===== src/rtl/ptcalc_mul_pipe.sv =====
// ptcalc_mul_pipe
// Pipelined unsigned-by-signed multiplier with lock-step valid/ready flow
// control, optional multiply-accumulate and a saturating signed result.
//
// Ports:
//   ap_clk     in   clock, rising edge
//   ap_rst     in   synchronous active-high reset
//   in_valid   in   input beat present
//   in_ready   out  beat accepted when in_valid & in_ready (= advance enable)
//   din0       in   A_WIDTH unsigned multiplicand
//   din1       in   B_WIDTH signed multiplier
//   acc_en     in   beat adds its product to the accumulator
//   acc_clr    in   with acc_en: accumulator restarts from zero for this beat
//   out_valid  out  result beat present
//   out_ready  in   consumer accepts when out_valid & out_ready
//   dout       out  P_WIDTH signed (saturated) result
//   ovf        out  result of this beat was clamped
//
// The pipeline holds NUM_STAGE registers in total: NUM_STAGE-1 product
// stages followed by the output register, where accumulation and saturation
// happen. A beat presented in cycle c is visible at the output in cycle
// c+NUM_STAGE while the pipeline keeps advancing.

module ptcalc_mul_pipe #(
   parameter int A_WIDTH   = 26,
   parameter int B_WIDTH   = 16,
   parameter int P_WIDTH   = 42,
   parameter int NUM_STAGE = 3
) (
   input  logic                      ap_clk,
   input  logic                      ap_rst,
   input  logic                      in_valid,
   output logic                      in_ready,
   input  logic [A_WIDTH-1:0]        din0,
   input  logic signed [B_WIDTH-1:0] din1,
   input  logic                      acc_en,
   input  logic                      acc_clr,
   output logic                      out_valid,
   input  logic                      out_ready,
   output logic signed [P_WIDTH-1:0] dout,
   output logic                      ovf
);

   // Product is carried one bit wider than strictly needed so both operands
   // can be extended to the same width without a truncation step.
   localparam int PROD_W = A_WIDTH + B_WIDTH + 1;
   // Accumulate adder: wide enough that acc + product can never wrap.
   localparam int SUM_W  = ((P_WIDTH > PROD_W) ? P_WIDTH : PROD_W) + 1;
   // Bits that must all equal the sign bit for the sum to fit in P_WIDTH.
   localparam int HI_W   = SUM_W - P_WIDTH + 1;

   // Saturate a SUM_W two's-complement value to P_WIDTH.
   // Returns {clamped, value}.
   function automatic logic [P_WIDTH:0] sat_fn(input logic [SUM_W-1:0] x);
      logic [HI_W-1:0] hi;
      logic [P_WIDTH:0] res;
      hi = x[SUM_W-1:P_WIDTH-1];
      if ((hi == {HI_W{1'b0}}) || (hi == {HI_W{1'b1}})) begin
         res = {1'b0, x[P_WIDTH-1:0]};
      end else if (x[SUM_W-1] == 1'b0) begin
         res = {1'b1, 1'b0, {(P_WIDTH-1){1'b1}}};
      end else begin
         res = {1'b1, 1'b1, {(P_WIDTH-1){1'b0}}};
      end
      return res;
   endfunction

   logic                 adv_s;
   logic [PROD_W-1:0]    a_ext_s;
   logic [PROD_W-1:0]    b_ext_s;
   logic [PROD_W-1:0]    prod_in_s;

   logic                 fin_valid_s;
   logic                 fin_acc_en_s;
   logic                 fin_acc_clr_s;
   logic [PROD_W-1:0]    fin_prod_s;

   logic                 out_valid_q, out_valid_d;
   logic [P_WIDTH-1:0]   dout_q, dout_d;
   logic                 ovf_q, ovf_d;
   logic [P_WIDTH-1:0]   acc_q, acc_d;

   logic [SUM_W-1:0]     acc_x_s;
   logic [SUM_W-1:0]     prod_x_s;
   logic [SUM_W-1:0]     sum_s;
   logic [P_WIDTH:0]     sat_s;

   // Whole pipeline moves together unless a result is waiting to be taken.
   assign adv_s    = ~out_valid_q | out_ready;
   assign in_ready = adv_s;

   // Zero-extend din0 (unsigned) and sign-extend din1. With both operands at
   // the full product width, the low PROD_W bits of a plain multiply are the
   // exact two's-complement product.
   assign a_ext_s   = {{(B_WIDTH+1){1'b0}}, din0};
   assign b_ext_s   = {{(A_WIDTH+1){din1[B_WIDTH-1]}}, din1};
   assign prod_in_s = a_ext_s * b_ext_s;

   generate
      if (NUM_STAGE == 1) begin : g_direct
         assign fin_valid_s   = in_valid;
         assign fin_acc_en_s  = acc_en;
         assign fin_acc_clr_s = acc_clr;
         assign fin_prod_s    = prod_in_s;
      end else begin : g_stages
         localparam int D = NUM_STAGE - 1;
         logic [D-1:0]      vld_q;
         logic [D-1:0]      ae_q;
         logic [D-1:0]      ac_q;
         logic [PROD_W-1:0] prod_q [D];

         // Product shift stages; bubbles are held in place just like beats.
         always_ff @(posedge ap_clk) begin
            if (ap_rst) begin
               vld_q <= {D{1'b0}};
               ae_q  <= {D{1'b0}};
               ac_q  <= {D{1'b0}};
               for (int i = 0; i < D; i++) begin
                  prod_q[i] <= {PROD_W{1'b0}};
               end
            end else if (adv_s) begin
               vld_q[0]  <= in_valid;
               ae_q[0]   <= acc_en;
               ac_q[0]   <= acc_clr;
               prod_q[0] <= prod_in_s;
               for (int i = 1; i < D; i++) begin
                  vld_q[i]  <= vld_q[i-1];
                  ae_q[i]   <= ae_q[i-1];
                  ac_q[i]   <= ac_q[i-1];
                  prod_q[i] <= prod_q[i-1];
               end
            end
         end

         assign fin_valid_s   = vld_q[D-1];
         assign fin_acc_en_s  = ae_q[D-1];
         assign fin_acc_clr_s = ac_q[D-1];
         assign fin_prod_s    = prod_q[D-1];
      end
   endgenerate

   assign acc_x_s  = {{(SUM_W-P_WIDTH){acc_q[P_WIDTH-1]}}, acc_q};
   assign prod_x_s = {{(SUM_W-PROD_W){fin_prod_s[PROD_W-1]}}, fin_prod_s};

   // Output-stage next state: optional accumulate, saturate, hold on stall.
   always_comb begin
      sum_s       = prod_x_s;
      out_valid_d = out_valid_q;
      dout_d      = dout_q;
      ovf_d       = ovf_q;
      acc_d       = acc_q;
      // acc_clr only matters together with acc_en; clr restarts from zero.
      if (fin_acc_en_s && !fin_acc_clr_s) begin
         sum_s = acc_x_s + prod_x_s;
      end else begin
         sum_s = prod_x_s;
      end
      sat_s = sat_fn(sum_s);
      if (adv_s) begin
         out_valid_d = fin_valid_s;
         if (fin_valid_s) begin
            dout_d = sat_s[P_WIDTH-1:0];
            ovf_d  = sat_s[P_WIDTH];
            if (fin_acc_en_s) begin
               acc_d = sat_s[P_WIDTH-1:0];
            end else begin
               acc_d = acc_q;
            end
         end else begin
            // Bubble: only out_valid drops, data and ovf keep their values.
            dout_d = dout_q;
            ovf_d  = ovf_q;
            acc_d  = acc_q;
         end
      end else begin
         out_valid_d = out_valid_q;
         dout_d      = dout_q;
         ovf_d       = ovf_q;
         acc_d       = acc_q;
      end
   end

   // Output register and accumulator.
   always_ff @(posedge ap_clk) begin
      if (ap_rst) begin
         out_valid_q <= 1'b0;
         dout_q      <= {P_WIDTH{1'b0}};
         ovf_q       <= 1'b0;
         acc_q       <= {P_WIDTH{1'b0}};
      end else begin
         out_valid_q <= out_valid_d;
         dout_q      <= dout_d;
         ovf_q       <= ovf_d;
         acc_q       <= acc_d;
      end
   end

   assign out_valid = out_valid_q;
   assign dout      = dout_q;
   assign ovf       = ovf_q;

endmodule


===== config.mk =====
export PLATFORM = sky130hd
export DESIGN_NAME = ptcalc_mul_pipe
export DESIGN_NICKNAME = d
export VERILOG_FILES = /design/src/rtl/ptcalc_mul_pipe.sv
export SDC_FILE = /design/constraint.sdc
export NUM_CORES = 1
export LEC_CHECK = 0
export BUFFER_PORTS_ARGS = -buffer_cell sky130_fd_sc_hd__buf_2
export CAP_MARGIN = 30
export CORE_ASPECT_RATIO = 0.75
export CORE_MARGIN = 1
export CORE_UTILIZATION = 43
export CTS_CLUSTER_DIAMETER = 120
export DETAILED_ROUTE_END_ITERATION = 8
export SLEW_MARGIN = 30
export SYNTH_ARGS = -nofsm -noshare
export SYNTH_HDL_FRONTEND = slang
export SYNTH_SLANG_ARGS = --single-unit
export TNS_END_PERCENT = 100

===== constraint.sdc =====
create_clock -name ap_clk -period 23.3 [get_ports ap_clk]
set_clock_uncertainty 0.1 [all_clocks]
set_input_delay 4.66 -clock ap_clk [delete_from_list [all_inputs] [get_ports ap_clk]]
set_output_delay 4.66 -clock ap_clk [all_outputs]
set_load 0.01 [all_outputs]

==> results.yml <==
synth:
  avgSynthCellArea_um2: 8.81
  ys_types: 81
  syn_area_um2: 23400
  yosysSeqAreaShare_pct: 18.9
  postSynthCellCount: 2662
  ys_ff_latch: 178
  yosys_warnings: 0
  synth-main-ff-cell: "dfxtp_1"
  synth_edf_count: 86
  async_flop_share_pct: 0
  synth_fp_nets: 3230
timing:
  rsz0062_at_grt: "no"
  fmax_mhz: 86.8
  hold_viol: 0
  worst_pin_slew_ns: 0.887
  setup_viol_count_final: 0
  period_needed_ns: 11.52
  finalSetupTns_ns: 0
  maxSlewHeadroom_pct: 40.2
  slew_violations: 0
  fin_crit_sh_pct: 49.5
detailed_routing:
  drt-initial-drc-count: 1481
  wl_per_cell_um: 18.6
  post_drt_via_cell_ratio: 5.48
  wl_um: 62600
  firstDrtPassIters: 5
  drc: 0
  vias: 18455
  ant_nets: 0
floorplanning:
  dieArea_um2: 55500
  io_pins: 93
  core_area_um2: 53400
  die_w_um: 272
  start_util_pct: 43.9
  rows: 73
  chipHeight_um: 204
placed_design:
  place_inst: 3338
  hpwlAfterDp_um: 49300
  gp_congestion: 0.949
  placed_area_um2: 24300
  numPortBuffers: 92
setup_path:
  worst_path_max_delay_cell: "clkinv_1"
  worstPathArrival_ns: 11.60
  critPathMaxFanout: 18
  crit_required_ns: 23.38
  start_kind: "input pin"
  criticalPathCategory: "in -> reg"
  slowest_delay_ns: 0.60
  critPathCaptureType: "flip-flop"
  crit_path_frequent_cell: "fa_1"
  startpoint: "din1[15]"
  path_cells: "buf_2 > clkinv_1 > nor2_1 > fa_1 > fa_1 > fa_1 > fa_1 > fa_1 > inv_1 > fa_1 > inv_1 > ha_1 > a2111oi_0 > o21ai_0 > o21ai_0 > a21boi_0 > a221oi_1 > o21ai_0 > a41oi_1 > xor2_1 > nor2_1"
  r2r_start: "g_stages.prod_q[0][81]"
clock_tree:
  cts_resized: 0
  cts_tree: "built"
  h-tree-depth: 4
  holdBufCountCts: 0
  worstSkewPairLatency_ns: 0.44
  cts.sinks: 178
  root_buffer: "clkbuf_16"
  cts_made_buffers: 17
  post_cts_buffers: 0
  clockBufferDepth: 2
  clkSlewWorstSetupHoldPaths_ns: 0.07
layout:
  layout.cells.most_common: "inv_1"
  final_cells: 3370
  area_growth_pct: 6.39
  drive_gt1_share_pct: 6.28
  mostFrequentLayoutCells: "inv_1 (426), fa_1 (335), nand2_1 (315)"
  antenna_cells: 0
  final_cell_area_um2: 24900
  fin_nets: 3213
worst_hold_path:
  hold_start: "g_stages.ac_q[0]"
  hp-class: "reg -> reg"
global_routing:
  track_usage_pct: 23.0
  grt_pass1_vias: 18414
  grt-ovfl-total: 0
  antenna_found_initial: 2
  grt_max_degree: 69
  grt_first_pass_wirelength_um: 101000
power:
  total_power_w: 0.00393
  p_leak_nw: 11.8
  powerDensity_nw_per_um2: 157
  ir_drop_uv: 177
flow_run:
  cap_violations: 0
outcome:
  outcome: "finished clean"
## final timing paths
path	to	slack [ns]	depth (start not counted)
min	g_stages.ac_q[0]	0.36	2
max	g_stages.prod_q[0][36]	11.78	21
min reg2reg	g_stages.ac_q[0]	0.36	2
max reg2reg	acc_q[7]	18.50	12
## report_power, final
part / switching (W) / internal (W)
Clock: 0.000124 / 0.000173
Combinational: 0.00184 / 0.00131
Sequential: 0.0000270 / 0.000453
## flip-flops by register name (all words and copies together) (netlist names)
name and cells:
g_stages.prod_q 86, acc_q 42, dout 42, g_stages.ac_q 2, g_stages.ae_q 2, g_stages.vld_q 2
out_valid 1, ovf 1
## logic make-up (layout without fill, tap and decap cells)
family | after synthesis | in the layout | share of synthesized area (%)
and+or+nand+nor | 869 | 869 | 17.7
muxes | 13 | 13 | 0.566
buffers and inverters | 569 | 565 | 9.38
xor gates and xnor gates | 52 | 52 | 1.94
DFF | 178 | 178 | 18.9
adders and majority gates | 520 | 520 | 38.5
AOI/OAI and AO/OA | 461 | 461 | 13.0
## layer usage
| layer | GRT usage [%] | up-vias | share of wire, % |
|---|---|---|---|
| li1 | - | 8549 | - |
| met1 | 35.0 | 9229 | 48 |
| met2 | 34.7 | 621 | 44 |
| met3 | 3.59 | 54 | 7.3 |
| met4 | 3.77 | 2 | 0.93 |
| met5 | 0 | - | 0.019 |
## stage by stage
| step | setup WS, ns | hold slack, ns | utilization [%] |
|---|---|---|---|
| final | 11.78 | 0.357 | 46.7 |
| after detailed placement | 11.35 | 0.348 | 45.5 |
| after global routing | 11.29 | 0.384 | 46.7 |
| after floorplan | 12.47 | 0.332 | - |
| after global placement | 11.53 | 0.341 | 45.5 |
| after CTS | 11.77 | 0.357 | 46.7 |
## Yosys cell counts (all sizes together) (32+ instances only)
cell / number / share of area, %
a211oi: 39 / 1.3
nor2: 183 / 2.9
fa: 335 / 29
and2: 233 / 6.2
clkbuf: 110 / 1.8
o21ai: 68 / 1.5
ha: 185 / 9.9
a21o: 39 / 1.2
nor3: 34 / 0.75
edfxtp: 86 / 11
nand2: 317 / 5.1
o22ai: 60 / 1.6
buf: 32 / 0.77
a21oi: 125 / 2.7
inv: 426 / 6.8
dfxtp: 92 / 7.9
## worst max-delay path: cells and delay by family
family | cells | cell delay [ns]
buffers and inverters | 4 | 0.97
AO/OA/AOI/OAI | 7 | 2.17
adder cells (fa/ha/maj) | 7 | 3.23
AND/OR/NAND/NOR | 2 | 0.37
XOR/XNOR | 1 | 0.17
## final cells by class
cell class | count | area, µm²
well taps | 712 | 891
repair buffers | 106 | 578
multi-input cells | 1915 | 16800
clock inverters | 11 | 153
flip-flops and latches | 178 | 4420
fillers | 5153 | 28500
inverters | 427 | 1600
clock buffers | 21 | 450
Note: power is estimated with default switching activity, not from simulation.
